File: src/rtl/pool_engine.sv
// 2-D max/average pooling engine: walks CHANNELS x OUT_DIM x OUT_DIM windows in the shared BRAM.
// Latency: WIN*WIN + RD_LAT + 1 cycles per window; done pulses one cycle after the final write.
// No backpressure: the BRAM is owned for the whole run; start is ignored while busy.
// Optional feature macro: POOL_RELU_EN (clamp negative results to zero before writing).
module pool_engine #(
  parameter int DATA_W   = 8,
  parameter int ADDR_W   = 15,
  parameter int CHANNELS = 50,
  parameter int IN_DIM   = 8,
  parameter int WIN      = 2,
  parameter int STRIDE   = 2,
  parameter int RD_LAT   = 2,
  parameter int SRC_BASE = 14400,
  parameter int DST_BASE = 17600
) (
  input  logic              clk,
  input  logic              rst,
  input  logic              start,
  input  logic              mode,
  output logic              busy,
  output logic              done,
  output logic              bram_ena,
  output logic              bram_wea,
  output logic [ADDR_W-1:0] bram_addra,
  output logic [DATA_W-1:0] bram_dina,
  input  logic [DATA_W-1:0] bram_douta
);

  localparam int OUT_DIM = (IN_DIM - WIN) / STRIDE + 1;
  localparam int K       = WIN * WIN;
  localparam int SHIFT   = 2 * $clog2(WIN);
  localparam int SUM_W   = DATA_W + SHIFT;
  localparam int CH_W    = $clog2(CHANNELS + 1);
  localparam int OD_W    = $clog2(OUT_DIM + 1);
  localparam int KI_W    = $clog2(K + 1);

  if (WIN < 1 || (WIN & (WIN - 1)) != 0) begin : g_bad_win
    $error("pool_engine: WIN must be a power of two >= 1");
  end
  if (RD_LAT < 1 || RD_LAT > 4) begin : g_bad_lat
    $error("pool_engine: RD_LAT must be in 1..4");
  end

  typedef enum logic [2:0] {S_IDLE, S_READ, S_DRAIN, S_WRITE, S_FIN} state_t;

  state_t                    state_q, state_d;
  logic                      mode_q, mode_d;
  logic [CH_W-1:0]           ch_q, ch_d, nc;
  logic [OD_W-1:0]           row_q, row_d, nr;
  logic [OD_W-1:0]           col_q, col_d, nx;
  logic [KI_W-1:0]           rd_idx_q, rd_idx_d;
  logic [KI_W-1:0]           cap_q, cap_d;
  logic signed [SUM_W-1:0]   acc_q, acc_d, acc_nxt, samp;
  logic [RD_LAT-1:0]         vld_q, vld_d;
  logic                      busy_q, busy_d, done_q, done_d;
  logic                      ena_q, ena_d, wea_q, wea_d;
  logic [ADDR_W-1:0]         addr_q, addr_d;
  logic [DATA_W-1:0]         dina_q, dina_d, res;
  logic                      tag_out, last_cap;

  // Source address of sample idx (row-major inside the window) of window (c, r, x).
  function automatic logic [ADDR_W-1:0] src_addr(input logic [CH_W-1:0] c,
                                                 input logic [OD_W-1:0] r,
                                                 input logic [OD_W-1:0] x,
                                                 input logic [KI_W-1:0] idx);
    int wi, wj, a;
    wi = int'(idx) / WIN;
    wj = int'(idx) % WIN;
    a  = SRC_BASE + int'(c) * IN_DIM * IN_DIM + (int'(r) * STRIDE + wi) * IN_DIM
         + int'(x) * STRIDE + wj;
    return ADDR_W'(a);
  endfunction

  // Destination address of the result of window (c, r, x).
  function automatic logic [ADDR_W-1:0] dst_addr(input logic [CH_W-1:0] c,
                                                 input logic [OD_W-1:0] r,
                                                 input logic [OD_W-1:0] x);
    int a;
    a = DST_BASE + int'(c) * OUT_DIM * OUT_DIM + int'(r) * OUT_DIM + int'(x);
    return ADDR_W'(a);
  endfunction

  assign busy       = busy_q;
  assign done       = done_q;
  assign bram_ena   = ena_q;
  assign bram_wea   = wea_q;
  assign bram_addra = addr_q;
  assign bram_dina  = dina_q;

  assign tag_out  = vld_q[RD_LAT-1];
  assign last_cap = tag_out && (cap_q == KI_W'(K - 1));

  // Next-state, reducer and registered BRAM-port logic; outputs are computed one cycle ahead.
  always_comb begin
    state_d  = state_q;
    mode_d   = mode_q;
    ch_d     = ch_q;
    row_d    = row_q;
    col_d    = col_q;
    rd_idx_d = rd_idx_q;
    cap_d    = cap_q;
    acc_d    = acc_q;
    busy_d   = busy_q;
    done_d   = 1'b0;
    ena_d    = 1'b0;
    wea_d    = 1'b0;
    addr_d   = addr_q;
    dina_d   = dina_q;

    // Each issued read is tagged; the tag reaches the end when its data is on bram_douta.
    vld_d = (vld_q << 1) | RD_LAT'(state_q == S_READ);

    // Reducer: first sample seeds the accumulator, later ones fold in by max or sum.
    samp = SUM_W'(signed'(bram_douta));
    if (cap_q == '0)
      acc_nxt = samp;
    else if (mode_q)
      acc_nxt = acc_q + samp;
    else
      acc_nxt = (samp > acc_q) ? samp : acc_q;

    res = mode_q ? DATA_W'(acc_nxt >>> SHIFT) : DATA_W'(acc_nxt);
`ifdef POOL_RELU_EN
    if (res[DATA_W-1]) res = '0;
`endif

    if (tag_out) begin
      acc_d = acc_nxt;
      cap_d = last_cap ? '0 : cap_q + 1'b1;
    end

    // Window counter advance: col wraps into row, row wraps into channel.
    nc = ch_q;
    nr = row_q;
    nx = col_q;
    if (col_q == OD_W'(OUT_DIM - 1)) begin
      nx = '0;
      if (row_q == OD_W'(OUT_DIM - 1)) begin
        nr = '0;
        nc = ch_q + 1'b1;
      end else begin
        nr = row_q + 1'b1;
      end
    end else begin
      nx = col_q + 1'b1;
    end

    case (state_q)
      S_IDLE: begin
        if (start) begin
          mode_d   = mode;
          ch_d     = '0;
          row_d    = '0;
          col_d    = '0;
          rd_idx_d = '0;
          cap_d    = '0;
          busy_d   = 1'b1;
          ena_d    = 1'b1;
          addr_d   = src_addr('0, '0, '0, '0);
          state_d  = S_READ;
        end
      end
      S_READ: begin
        if (rd_idx_q == KI_W'(K - 1)) begin
          state_d = S_DRAIN;
        end else begin
          ena_d    = 1'b1;
          rd_idx_d = rd_idx_q + 1'b1;
          addr_d   = src_addr(ch_q, row_q, col_q, rd_idx_q + 1'b1);
        end
      end
      S_DRAIN: begin
        if (last_cap) begin
          ena_d   = 1'b1;
          wea_d   = 1'b1;
          addr_d  = dst_addr(ch_q, row_q, col_q);
          dina_d  = res;
          state_d = S_WRITE;
        end
      end
      S_WRITE: begin
        ch_d  = nc;
        row_d = nr;
        col_d = nx;
        if (nc == CH_W'(CHANNELS)) begin
          busy_d  = 1'b0;
          done_d  = 1'b1;
          state_d = S_FIN;
        end else begin
          ena_d    = 1'b1;
          rd_idx_d = '0;
          addr_d   = src_addr(nc, nr, nx, '0);
          state_d  = S_READ;
        end
      end
      S_FIN: begin
        state_d = S_IDLE;
      end
      default: begin
        state_d = S_IDLE;
      end
    endcase
  end

  // State, counters, reducer and output registers; reset aborts any run immediately.
  always_ff @(posedge clk or negedge rst) begin
    if (!rst) begin
      state_q  <= S_IDLE;
      mode_q   <= 1'b0;
      ch_q     <= '0;
      row_q    <= '0;
      col_q    <= '0;
      rd_idx_q <= '0;
      cap_q    <= '0;
      acc_q    <= '0;
      vld_q    <= '0;
      busy_q   <= 1'b0;
      done_q   <= 1'b0;
      ena_q    <= 1'b0;
      wea_q    <= 1'b0;
      addr_q   <= '0;
      dina_q   <= '0;
    end else begin
      state_q  <= state_d;
      mode_q   <= mode_d;
      ch_q     <= ch_d;
      row_q    <= row_d;
      col_q    <= col_d;
      rd_idx_q <= rd_idx_d;
      cap_q    <= cap_d;
      acc_q    <= acc_d;
      vld_q    <= vld_d;
      busy_q   <= busy_d;
      done_q   <= done_d;
      ena_q    <= ena_d;
      wea_q    <= wea_d;
      addr_q   <= addr_d;
      dina_q   <= dina_d;
    end
  end

endmodule

File: config.mk
export PLATFORM = sky130hd
export DESIGN_NAME = pool_engine
export DESIGN_NICKNAME = d
export VERILOG_FILES = /design/src/rtl/pool_engine.sv
export SDC_FILE = /design/constraint.sdc
export NUM_CORES = 1
export LEC_CHECK = 0
export CAP_MARGIN = 20
export CELL_PAD_IN_SITES_DETAIL_PLACEMENT = 0
export CELL_PAD_IN_SITES_GLOBAL_PLACEMENT = 1
export CORE_UTILIZATION = 48
export CTS_CLUSTER_SIZE = 20
export DETAILED_ROUTE_END_ITERATION = 8
export HOLD_SLACK_MARGIN = 0.05
export PLACE_DENSITY = 0.82
export REMOVE_ABC_BUFFERS = 1
export SYNTH_ARGS = -nofsm -noshare
export SYNTH_HDL_FRONTEND = slang
export SYNTH_SLANG_ARGS = --single-unit
File: constraint.sdc
create_clock -name clk -period 5.65 [get_ports clk]
set_input_delay 0.565 -clock clk [delete_from_list [all_inputs] [get_ports clk]]
set_output_delay 0.565 -clock clk [all_outputs]
set_load 0.02 [all_outputs]
## Yosys cells after proc, flatten, opt, wreduce, memory -nomap -nowiden

Cells that the tools add are included.

| storage, ports and cells | value |
|---|---|
| memory bits (writable) | 0 |
| bits in read-only memories | 0 |
| memories kept | 0 |
| word-level logic and storage cells | 103 |
| latch bits | 0 |
| output and inout port bits | 27 |
| flip-flop bits (word level) | 61 |

| operators by class | value |
|---|---|
| $mul | 0 |
| shift-type cells | 0 |
| muxes and demuxes | 42 |
| divide/modulo/power cells | 0 |
| $lt $le $gt $ge | 1 |
| reductions and logical operators | 13 |
| bitwise operators | 1 |
| add/subtract/negate cells | 17 |
| equal/unequal tests | 14 |

Operator list:

| kind | number |
|---|---|
| two-way mux 15 bit | 4 |
| case mux 15 bit (4 select lines) | 1 |
| two-way mux 3 bit | 14 |
| adder 14 x 12 -> 15 bit (first input constant) | 2 |
| adder 15 x 4 -> 15 bit | 2 |
| two-way mux 10 bit | 3 |
| == test 3 x 2 -> 1 bit (second input constant) | 6 |
| two-way mux 6 bit | 3 |
| adder 15 x 1 -> 15 bit | 1 |
| adder 15 x 10 -> 15 bit (first input constant) | 1 |
| adder 15 x 3 -> 15 bit | 1 |
| adder 15 x 5 -> 15 bit | 1 |
| adder 15 x 7 -> 15 bit | 1 |
| adder 15 x 8 -> 15 bit | 1 |
| adder 3 x 1 -> 3 bit (second input constant) | 4 |
| case mux 3 bit (2 select lines) | 2 |
| case mux 3 bit (4 select lines) | 1 |
| case mux 6 bit (2 select lines) | 1 |
| adder 10 x 8 -> 10 bit | 1 |
| > comparator 8 x 10 -> 1 bit | 1 |
| inequality test 2 bit (second input constant) | 5 |
| two-way mux 1 bit | 9 |
| case mux 3 bit (3 select lines) | 1 |
| two-way mux 8 bit | 1 |
| other kinds (17) | 21 |

## Longest topological paths before layout

Gate-level depths: netlist (run 1).

| logic depth | value |
|---|---|
| depth after elaboration | 8 |
| depth in mapped cells | 16 |

## Worst setup path before layout (run 1)

No wires, ideal clock.

| path | value |
|---|---|
| path kind | register to register |
| from | register rd_idx_q[0] |
| to | register addr_q[10], in the netlist bram_addra[10] |
| path slack | 2.625 ns |
| cell stages (with the launch flop) | 17 |
| clock period less this slack | 3.025 ns |
| required time | 5.525 ns |
| setup time | 0.125 ns |
| data arrival time | 2.901 ns |
| cell sequence | dfrtp_1 > ha_1 > ha_1 > inv_1 > ha_1 > ha_1 > xnor2_1 > ha_1 > inv_1 > ha_1 > nor2b_1 > a31oi_1 > nand2b_1 > o22ai_1 > a311oi_1 > o21ai_1 > mux2_2 |

| on the way | value |
|---|---|
| longest elaborated chain between the ends | 7 |

RTL lines:

| what | RTL line | text |
|---|---|---|
| start, declared | 51 | `logic [KI_W-1:0] rd_idx_q, rd_idx_d;` |
| start signal, assigned | 229 | `rd_idx_q <= rd_idx_d;` |
| adder 3 x 1 -> 3 bit | 169 | `addr_d = src_addr(ch_q, row_q, col_q, rd_idx_q + 1'b1);` |
| adder 4 x 2 -> 5 bit | 69 | `a = SRC_BASE + int'(c) * IN_DIM * IN_DIM + (int'(r) * STRIDE + wi) * IN_DIM` |
| adder 15 x 8 -> 15 bit | 69 |  |
| adder 15 x 4 -> 15 bit | 70 | `+ int'(x) * STRIDE + wj;` |
| adder 15 x 1 -> 15 bit | 70 |  |
| two-way mux 15 bit | 164 | `if (rd_idx_q == KI_W'(K - 1)) begin` |
| case mux 15 bit (4 select lines) | 148 | `case (state_q)` |
| end signal, assigned | 237 | `addr_q <= addr_d;` |
| end, declared | 57 | `logic [ADDR_W-1:0] addr_q, addr_d;` |

Several ways; a longest one is shown, not always the timed one. The select of a mux whose other input is x is not followed.
A chain may end at the register's enable or synchronous reset.

## Worst setup path after layout (run 1)

| path | value |
|---|---|
| from | register rd_idx_q[0] |
| to | register addr_q[13], in the netlist bram_addra[13] |

The elaborated chain is that of the path after synthesis.

==> results of run 1 <==
## flip-flops by register name (all words and copies together) (netlist names), 3 cells and up
signal      count
acc_q          10
bram_addra     15
bram_dina       8
cap_q           3
ch_q            6
col_q           3
rd_idx_q        3
row_q           3
state_q         3
## cell families (layout without fill, tap and decap cells)
logic type / after synthesis / in the layout / share of synthesized area
adders and majority gates: 42 / 42 / 0.117
DFF: 61 / 61 / 0.334
muxes: 26 / 26 / 0.0608
AOI/OAI and AO/OA: 150 / 150 / 0.217
xor gates and xnor gates: 27 / 27 / 0.0518
and+or+nand+nor: 150 / 150 / 0.160
buffers and inverters: 67 / 98 / 0.0592
## through the flow
step                instances  power [mW]  utilization
finish                    683        1.57        0.564
global route              683        1.67        0.564
CTS                       683        1.58        0.564
detailed placement        667        1.18        0.542
global placement          667        1.18        0.542
floorplan                 497       0.976            -
## layout make-up
class	count	share of cell area
multi-input cells	395	0.532
clock inverters	7	0.0144
well taps	129	0.0310
repair buffers	41	0.0764
flip-flops and latches	61	0.293
clock buffers	9	0.0238
inverters	41	0.0296
## where the power goes
part | switching [mW] | internal, mW
Clock | 0.188 | 0.205
Combinational | 0.368 | 0.258
Sequential | 0.0508 | 0.500
Total | 0.608 | 0.962
## Yosys cell counts (8+ instances only)
master / count / area, µm²
o21ai_1: 12 / 60.1
nand2b_1: 9 / 56.3
o21ai_0: 26 / 130
nand3_1: 13 / 65.1
ha_1: 41 / 513
a211oi_1: 9 / 67.6
mux2_1: 9 / 101
dfrtp_1: 61 / 1530
o22ai_1: 8 / 50.1
xnor2_1: 21 / 184
nand2_1: 42 / 158
nor2_1: 44 / 165
inv_1: 35 / 131
mux2i_1: 12 / 120
nor3_1: 8 / 40.0
clkbuf_1: 17 / 63.8
a21oi_1: 34 / 170
## routing by layer
| metal | share of wire | vias to the layer above | GRT usage | wire (µm) |
|---|---|---|---|---|
| met5 | 0 | - | 0 | 0 |
| met4 | 0.011 | 0 | 0.0611 | 134 |
| met3 | 0.039 | 12 | 0.0394 | 450 |
| met2 | 0.44 | 91 | 0.377 | 5090 |
| met1 | 0.51 | 1896 | 0.377 | 6000 |
| li1 | - | 1936 | - | - |
## worst max path at each step
stage | to | slack [ps]
global placement | acc_q[0] | 2210
CTS | bram_addra[13] | 2260
detailed placement | acc_q[3] | 2060
finish | bram_addra[13] | 2260
floorplan | bram_addra[10] | 2620
global route | bram_addra[13] | 1990
==> impl_metrics.py, run 1 <==
metrics = {
    "status": {
        "outcome": "completed",
    },
    "place": {
        "dpl.hpwl_um": 8660,
        "dp_slack_ps": 2060,
        "dpl_cell_area_um2": 5010,
        "gp_congestion": 0.881,
        "io_buffers": 38,
    },
    "cts": {
        "cts_hold_buf": 0,
        "cts_tree": "built",
        "root_buffer": "clkbuf_8",
        "clkSinkCount": 61,
        "cts_resized": 0,
        "clk_path_buf_depth": 2,
        "clk_pin_slew_worst_paths_ps": 80,
        "cts_setup_buffers": 0,
        "worstSkewPairLatency_ps": 350,
        "cts_buffers": 9,
        "h-tree-depth": 3,
    },
    "critical_path": {
        "reg2reg_depth": 16,
        "crit_type": "reg -> reg",
        "critPathMaxFanout": 3,
        "cp_cell_sequence": "ha_1 > ha_1 > inv_1 > ha_1 > ha_1 > xnor2_1 > ha_1 > inv_1 > ha_1 > nor2b_1 > a41oi_1 > nor2_1 > o21ai_0 > a21oi_1 > o21ai_0 > mux2_1",
        "worstReg2RegEnd": "bram_addra[13]",
        "r2r_slack_ps": 2260,
        "cp_top_family": "adder cells",
        "startpoint": "rd_idx_q[0]",
        "cpMostUsedCell": "ha_1",
        "cp_num_cells": 16,
        "crit_buf_inv": 2,
        "reg2reg_from": "rd_idx_q[0]",
        "end_kind": "register",
        "startpoint_type": "register",
        "cp.required_ps": 5870,
        "crit_arrival_ps": 3610,
        "critPathMaxStageDelay_ps": 390,
        "crit_slowest_cell": "dfrtp_1",
    },
    "detailed_routing": {
        "drc": 0,
        "first_pass_iters": 4,
        "wirelength_um": 11700,
        "ant_nets": 0,
        "num_vias": 3935,
        "vias_per_cell": 5.76,
        "wl_per_cell_um": 17.1,
        "drtIter0Drc": 172,
    },
    "yosys": {
        "ys_seq_area_frac": 0.334,
        "yosysWarnings": 0,
        "ys.flop_type": "dfrtp_1",
        "syn_area_um2": 4570,
        "ys_ff_latch": 61,
        "syn_avg_cell_area_um2": 8.73,
        "async_reset_ff_frac": 1.00,
        "synth_edf_count": 0,
        "synth_cells": 523,
        "synth_cell_type_count": 67,
    },
    "timing": {
        "rsz0062_at_grt": "false",
        "finClkSkew_ps": 10.9,
        "whs_ps": 347,
        "period_share": 0.599,
        "tns_ps": 0,
        "finalSetupViolCount": 0,
        "tightest_slew_ps": 1020,
        "min_period_ps": 3390,
        "max-slew-margin-rel": 0.318,
        "final_hold_viol_count": 0,
        "slew_viol_final": 0,
        "setup_slack_ps": 2260,
        "max_freq_mhz": 295,
    },
    "layout": {
        "final_common_cell": "dfrtp_1",
        "area_growth_pct": 14.1,
        "antenna_cells": 0,
        "fillers": 881,
        "finalInstanceArea_um2": 5210,
        "layout_common_cells": "dfrtp_1, nor2_1, nand2_1, ha_1, clkdlybuf4s50_1",
        "drive_above_1_share": 0.0740,
        "register_area_um2": 1530,
        "multi_input_area_um2": 2770,
        "nets": 603,
    },
    "job": {
        "maxCapViolations": 0,
    },
    "grt": {
        "grt_pass1_wl_um": 19500,
        "antenna_found_initial": 0,
        "grt_usage": 0.251,
        "grt_pass1_vias": 3810,
        "gr-total-overflow": 0,
        "grt_max_degree": 62,
    },
    "power": {
        "powerDensity_nw_per_um2": 302,
        "p_leak_nw": 2.28,
        "vdd_drop_max_mv": 0.161,
    },
    "hold_path": {
        "holdPathEnd": "vld_q[1]",
        "hold_path_class": "reg -> reg",
        "whs_path_depth": 0,
        "hp-start": "vld_q[0]",
    },
    "die": {
        "core-area_um2": 9240,
        "design.portCount": 39,
        "num_rows": 35,
        "start_util": 0.494,
        "die_x_um": 99.5,
        "dieArea_um2": 9910,
        "die_h_um": 99.5,
    },
}
(Power assumes the default switching activity.)
==> inputs of run 2 (changes only) <==
- CORE_UTILIZATION: 48 -> 45
- PLACE_DENSITY: 0.82 -> 0.77
- clock period: 5.65 -> 3.3 ns (I/O delays scaled with it)
==> run 2 against run 1 <==
Register-to-register slack lost 2200 ps. Critical path depth is 1 higher. Sequential power is 71% higher. Hold slack better by 2.6 ps. Clock skew shrank 2.2 ps. Clock power rose by 97%. Total power grew 80%. Wire length increased by 7.6%. Critical path type unchanged. Largest power group unchanged.
==> impl_metrics.py, run 2 (synthesized netlist as in run 1, its figures left out) <==
metrics = {
    "status": {
        "outcome": "completed",
    },
    "hold_path": {
        "whs_path_depth": 0,
        "hold_path_class": "reg -> reg",
    },
    "critical_path": {
        "cpMostUsedCell": "ha_2",
        "critPathMaxFanout": 3,
        "critPathMaxStageDelay_ps": 390,
        "cp.required_ps": 3540,
        "worstReg2RegEnd": "bram_addra[12]",
        "startpoint": "rd_idx_q[0]",
        "crit_type": "reg -> reg",
        "end_kind": "register",
        "reg2reg_depth": 17,
        "crit_arrival_ps": 3470,
        "startpoint_type": "register",
        "r2r_slack_ps": 70,
        "reg2reg_from": "rd_idx_q[0]",
        "cp_cell_sequence": "ha_2 > ha_1 > inv_1 > ha_2 > ha_2 > xnor2_1 > ha_2 > inv_2 > ha_4 > nor2b_4 > a31oi_4 > buf_6 > nor2_2 > o21ai_1 > a21oi_1 > o31ai_2 > mux2_4",
        "crit_slowest_cell": "dfrtp_1",
        "crit_end": "bram_addra[12]",
    },
    "layout": {
        "final_common_cell": "dfrtp_1",
        "fillers": 935,
        "area_growth_pct": 20.0,
        "largest_reg_flops": 15,
        "antenna_cells": 0,
        "layout_common_cells": "dfrtp_1, nand2_1, nor2_1, clkdlybuf4s50_1, ha_1",
        "nets": 623,
        "drive_above_1_share": 0.131,
    },
    "die": {
        "dieArea_um2": 10600,
        "die_x_um": 103,
        "die_h_um": 103,
        "num_rows": 36,
        "design.portCount": 39,
        "core-area_um2": 9820,
        "start_util": 0.465,
    },
    "grt": {
        "grt_usage": 0.251,
        "antenna_found_initial": 0,
        "grt_max_degree": 40,
        "gr-total-overflow": 0,
        "grt_pass1_vias": 3927,
        "grt_pass1_wl_um": 19800,
    },
    "power": {
        "powerDensity_nw_per_um2": 517,
        "vdd_drop_max_mv": 0.218,
        "share_comb_of_total_power": 0.394,
        "p_switching_mw": 1.03,
        "power_mw": 2.83,
        "p_sw_frac": 0.363,
        "p_clk_frac": 0.273,
        "p_leak_nw": 2.41,
        "intPower_mw": 1.80,
        "p_seq_frac": 0.333,
    },
    "cts": {
        "cts_buffers": 9,
        "root_buffer": "clkbuf_8",
        "clk_pin_slew_worst_paths_ps": 70,
        "cts_tree": "built",
        "clk_path_buf_depth": 2,
        "clkSinkCount": 61,
        "h-tree-depth": 3,
        "worstSkewPairLatency_ps": 360,
    },
    "timing": {
        "tightest_slew_ps": 659,
        "period_share": 0.978,
        "finClkSkew_ps": 8.69,
        "setup_slack_ps": 71.0,
        "max_freq_mhz": 310,
        "finalSetupViolCount": 0,
        "final_hold_viol_count": 0,
        "max-slew-margin-rel": 0.561,
        "slew_viol_final": 0,
        "min_period_ps": 3230,
    },
    "detailed_routing": {
        "wirelength_um": 12600,
        "drc": 0,
        "highest_layer": "met4",
        "vias_per_cell": 5.66,
        "wl_met1_um": 5340,
        "num_vias": 3999,
        "wl_met2_um": 6330,
        "wl_met3_um": 576,
        "first_pass_iters": 5,
        "ant_nets": 0,
        "drtIter0Drc": 158,
        "wl_per_cell_um": 17.8,
    },
    "place": {
        "io_buffers": 38,
        "gp_congestion": 0.869,
        "dp_slack_ps": -38.8,
        "dpl.hpwl_um": 9380,
    },
    "job": {
        "maxCapViolations": 0,
    },
}
[run 2: worst min-delay path by stage]
stage	startpoint	end	slack (ps)
CTS	vld_q[0]	vld_q[1]	350
global placement	vld_q[0]	vld_q[1]	330
floorplan	rst	acc_q[0]	30
finish	vld_q[0]	vld_q[1]	350
global route	vld_q[0]	vld_q[1]	350
detailed placement	vld_q[0]	vld_q[1]	340
[run 2: through the flow]
step           cells  cell area, µm²  setup TNS, ps  utilization  hold WS, ps
2_1_floorplan    497            4450              0            -         34.4
3_3_place_gp     689            5150              0        0.524          333
3_5_place_dp     689            5150          -38.8        0.524          337
4_1_cts          707            5400              0        0.550          353
5_1_grt          707            5480          -95.6        0.558          353
6_report         707            5480              0        0.558          349
[run 2: area by class of cell]
class | instances | area [µm²] | share of cell area
inverters | 41 | 154 | 0.0281
clock buffers | 12 | 155 | 0.0283
repair buffers | 61 | 554 | 0.101
flip-flops and latches | 61 | 1530 | 0.279
clock inverters | 4 | 70.1 | 0.0128
well taps | 133 | 166 | 0.0304
multi-input cells | 395 | 2850 | 0.521
[run 2: repair_timing]
action                                  in CTS  in global routing
endpoints found under the hold margin       22                  0
hold buffers                                 1                  0
endpoints found under the setup margin       3                  6
pin swaps                                    1                  7
buffers inserted                             1                  0
resized for setup                            2                 22
[run 2: layer usage]
metal / global-route usage / up-vias
met2: 0.437 / 115
met3: 0.0346 / 21
met4: 0.115 / 0
met1: 0.308 / 1909
li1: - / 1954
met5: 0 / -
[run 2: power by group through the flow]
stage               clock network (mW)  logic [mW]  registers, mW
floorplan                            0       0.680          0.991
global placement                     0        1.09          0.954
detailed placement                   0        1.10          0.956
CTS                              0.785        1.11          0.941
global route                     0.828        1.24          0.957
finish                           0.774        1.11          0.941
[run 2: worst max-delay path: cells and delay by family, from the launching register on]
family / cells / cell delay, ps
XOR/XNOR: 1 / 190
AO/OA/AOI/OAI: 4 / 470
AND/OR/NAND/NOR: 2 / 280
flip-flops: 1 / 390
adder cells (fa/ha/maj): 6 / 1270
buffers and inverters: 3 / 240
multiplexers: 1 / 280
==> inputs of run 3 (changes only) <==
- CORE_UTILIZATION: 45 -> 46
- CTS_BUF_LIST: unset -> sky130_fd_sc_hd__clkbuf_4
- PLACE_DENSITY: 0.77 -> 0.78
==> run 3 against run 2 <==
Via count up 1.1%. Worst setup slack better by 20 ps. Maximum frequency up 0.61%. Utilization up 1.8 points. Final area down 0.98%. Hold slack worse by 91 ps. Die area down 2.1%. Register-to-register slack better by 20 ps. First-iteration DRC count up 27%. Combinational power up 5%. Global-route usage down 0.46 points. Clock power down 20%. Critical endpoint is now bram_addra[9]. Largest cell class unchanged.
==> impl_metrics.py, run 3 (synthesized netlist as in run 1, its figures left out) <==
metrics = {
    "status": {
        "outcome": "completed",
    },
    "power": {
        "share_comb_of_total_power": 0.427,
        "intPower_mw": 1.68,
        "p_clk_frac": 0.227,
        "p_leak_nw": 2.38,
        "p_sw_frac": 0.381,
        "p_seq_frac": 0.346,
        "powerDensity_nw_per_um2": 501,
        "p_switching_mw": 1.04,
        "vdd_drop_max_mv": 0.291,
    },
    "place": {
        "dpl.cell_count": 686,
        "dpl.hpwl_um": 8960,
        "dpl_cell_area_um2": 5150,
        "io_buffers": 38,
        "gp_congestion": 0.902,
    },
    "die": {
        "die_x_um": 102,
        "design.portCount": 39,
        "die_h_um": 102,
        "start_util": 0.485,
        "core-area_um2": 9420,
        "num_rows": 35,
        "dieArea_um2": 10300,
    },
    "layout": {
        "stdcell_count": 705,
        "final_common_cell": "dfrtp_1",
        "finalInstanceArea_um2": 5430,
        "final_core_util": 0.576,
        "area_growth_pct": 18.8,
        "fillers": 887,
        "multi_input_area_um2": 2840,
        "drive_above_1_share": 0.130,
        "layout_common_cells": "dfrtp_1, nor2_1, nand2_1, clkdlybuf4s50_1, inv_1",
        "nets": 625,
        "largest_reg_flops": 15,
        "antenna_cells": 0,
        "register_area_um2": 1530,
    },
    "grt": {
        "grt_max_degree": 44,
        "gr-total-overflow": 0,
        "antenna_found_initial": 0,
        "grt_usage": 0.247,
        "grt_pass1_vias": 3807,
        "grt_pass1_wl_um": 19700,
    },
    "critical_path": {
        "end_kind": "register",
        "critPathMaxStageDelay_ps": 400,
        "reg2reg_depth": 16,
        "cp_num_cells": 16,
        "critPathMaxFanout": 3,
        "cp_top_family": "adder cells",
        "crit_slowest_cell": "dfrtp_1",
        "crit_type": "reg -> reg",
        "crit_arrival_ps": 3520,
        "cp.required_ps": 3610,
        "cpMostUsedCell": "ha_2",
        "startpoint_type": "register",
        "cp_cell_sequence": "ha_2 > ha_4 > inv_1 > ha_2 > ha_2 > xnor2_1 > ha_2 > inv_1 > ha_4 > nor2b_4 > a41oi_2 > buf_4 > xnor2_1 > a22oi_1 > o21ai_1 > mux2_4",
        "crit_buf_inv": 3,
    },
    "cts": {
        "cts_tree": "built",
        "clkSinkCount": 61,
        "h-tree-depth": 3,
        "clk_path_buf_depth": 2,
        "worstSkewPairLatency_ps": 420,
        "cts_buffers": 9,
        "clk_pin_slew_worst_paths_ps": 120,
        "root_buffer": "clkbuf_4",
    },
    "timing": {
        "finalSetupViolCount": 0,
        "tightest_slew_ps": 819,
        "period_share": 0.973,
        "min_period_ps": 3210,
        "finClkSkew_ps": 15.9,
        "tns_ps": 0,
        "max-slew-margin-rel": 0.450,
        "final_hold_viol_count": 0,
        "slew_viol_final": 0,
        "max_freq_mhz": 312,
        "whs_ps": 258,
    },
    "hold_path": {
        "hold_path_class": "in -> async",
    },
    "detailed_routing": {
        "wl_per_cell_um": 16.9,
        "drc": 0,
        "drtIter0Drc": 200,
        "num_vias": 4042,
        "first_pass_iters": 4,
        "vias_per_cell": 5.73,
        "wirelength_um": 11900,
        "ant_nets": 0,
    },
    "job": {
        "maxCapViolations": 0,
    },
}
==> run 3: cell types whose count changed in the layout (fill, tap and decap cells not counted), moves of 2 or more <==
cell / change
clkbuf_8: -11
buf_4: +2
clkbuf_4: +9
clkinv_2: -2
clkinvlp_4: +3
clkinv_4: +2
==> run 3: repair_timing <==
action,4_1_cts,5_1_grt
resized for setup,2,16
pin swaps,0,8
setup endpoints to repair,1,5
hold buffers,0,1
hold endpoints to repair,0,42
buffers inserted,0,1
gates cloned,0,0
==> run 3: power by group through the flow <==
stage,clock (mW),combinational [mW],sequential [mW]
2_1_floorplan,0,0.680,0.991
3_3_place_gp,0,1.12,0.954
3_5_place_dp,0,1.14,0.957
4_1_cts,0.641,1.15,0.942
5_1_grt,0.677,1.29,0.955
6_report,0.618,1.16,0.940
==> run 3: area by class of cell <==
cell class	instances	share of cell area
Inverter	41	0.0284
Multi-Input combinational cell	395	0.523
Timing Repair Buffer	63	0.107
Sequential cell	61	0.281
Tap cell	129	0.0298
Clock inverter	7	0.0185
Clock buffer	9	0.0125
==> run 3: metrics by stage <==
step / power [mW] / worst slack, ps
after detailed placement: 2.10 / 27.3
final: 2.72 / 90.7
after floorplan: 1.67 / 269
after CTS: 2.73 / 13.2
after global placement: 2.08 / 121
after global routing: 2.92 / -38.5
==> run 3: metal layers <==
metal  global-route usage  vias to the layer above  part of all wire
met5                    0                        -                 0
met4               0.0669                        0            0.0098
met3               0.0414                       12             0.056
met2                0.351                      119              0.43
met1                0.380                     1948              0.50
li1                     -                     1963                 -
==> run 3: final timing paths <==
kind	from	to	slack [ps]
min in group clk	vld_q[0]	vld_q[1]	370
worst min-delay path	rst	acc_q[8]	260
max in group asynchronous	rst	bram_addra[2]	2290
worst min register to register	vld_q[0]	vld_q[1]	370
worst max register to register	rd_idx_q[0]	bram_addra[9]	90
worst max-delay path	rd_idx_q[0]	bram_addra[9]	90
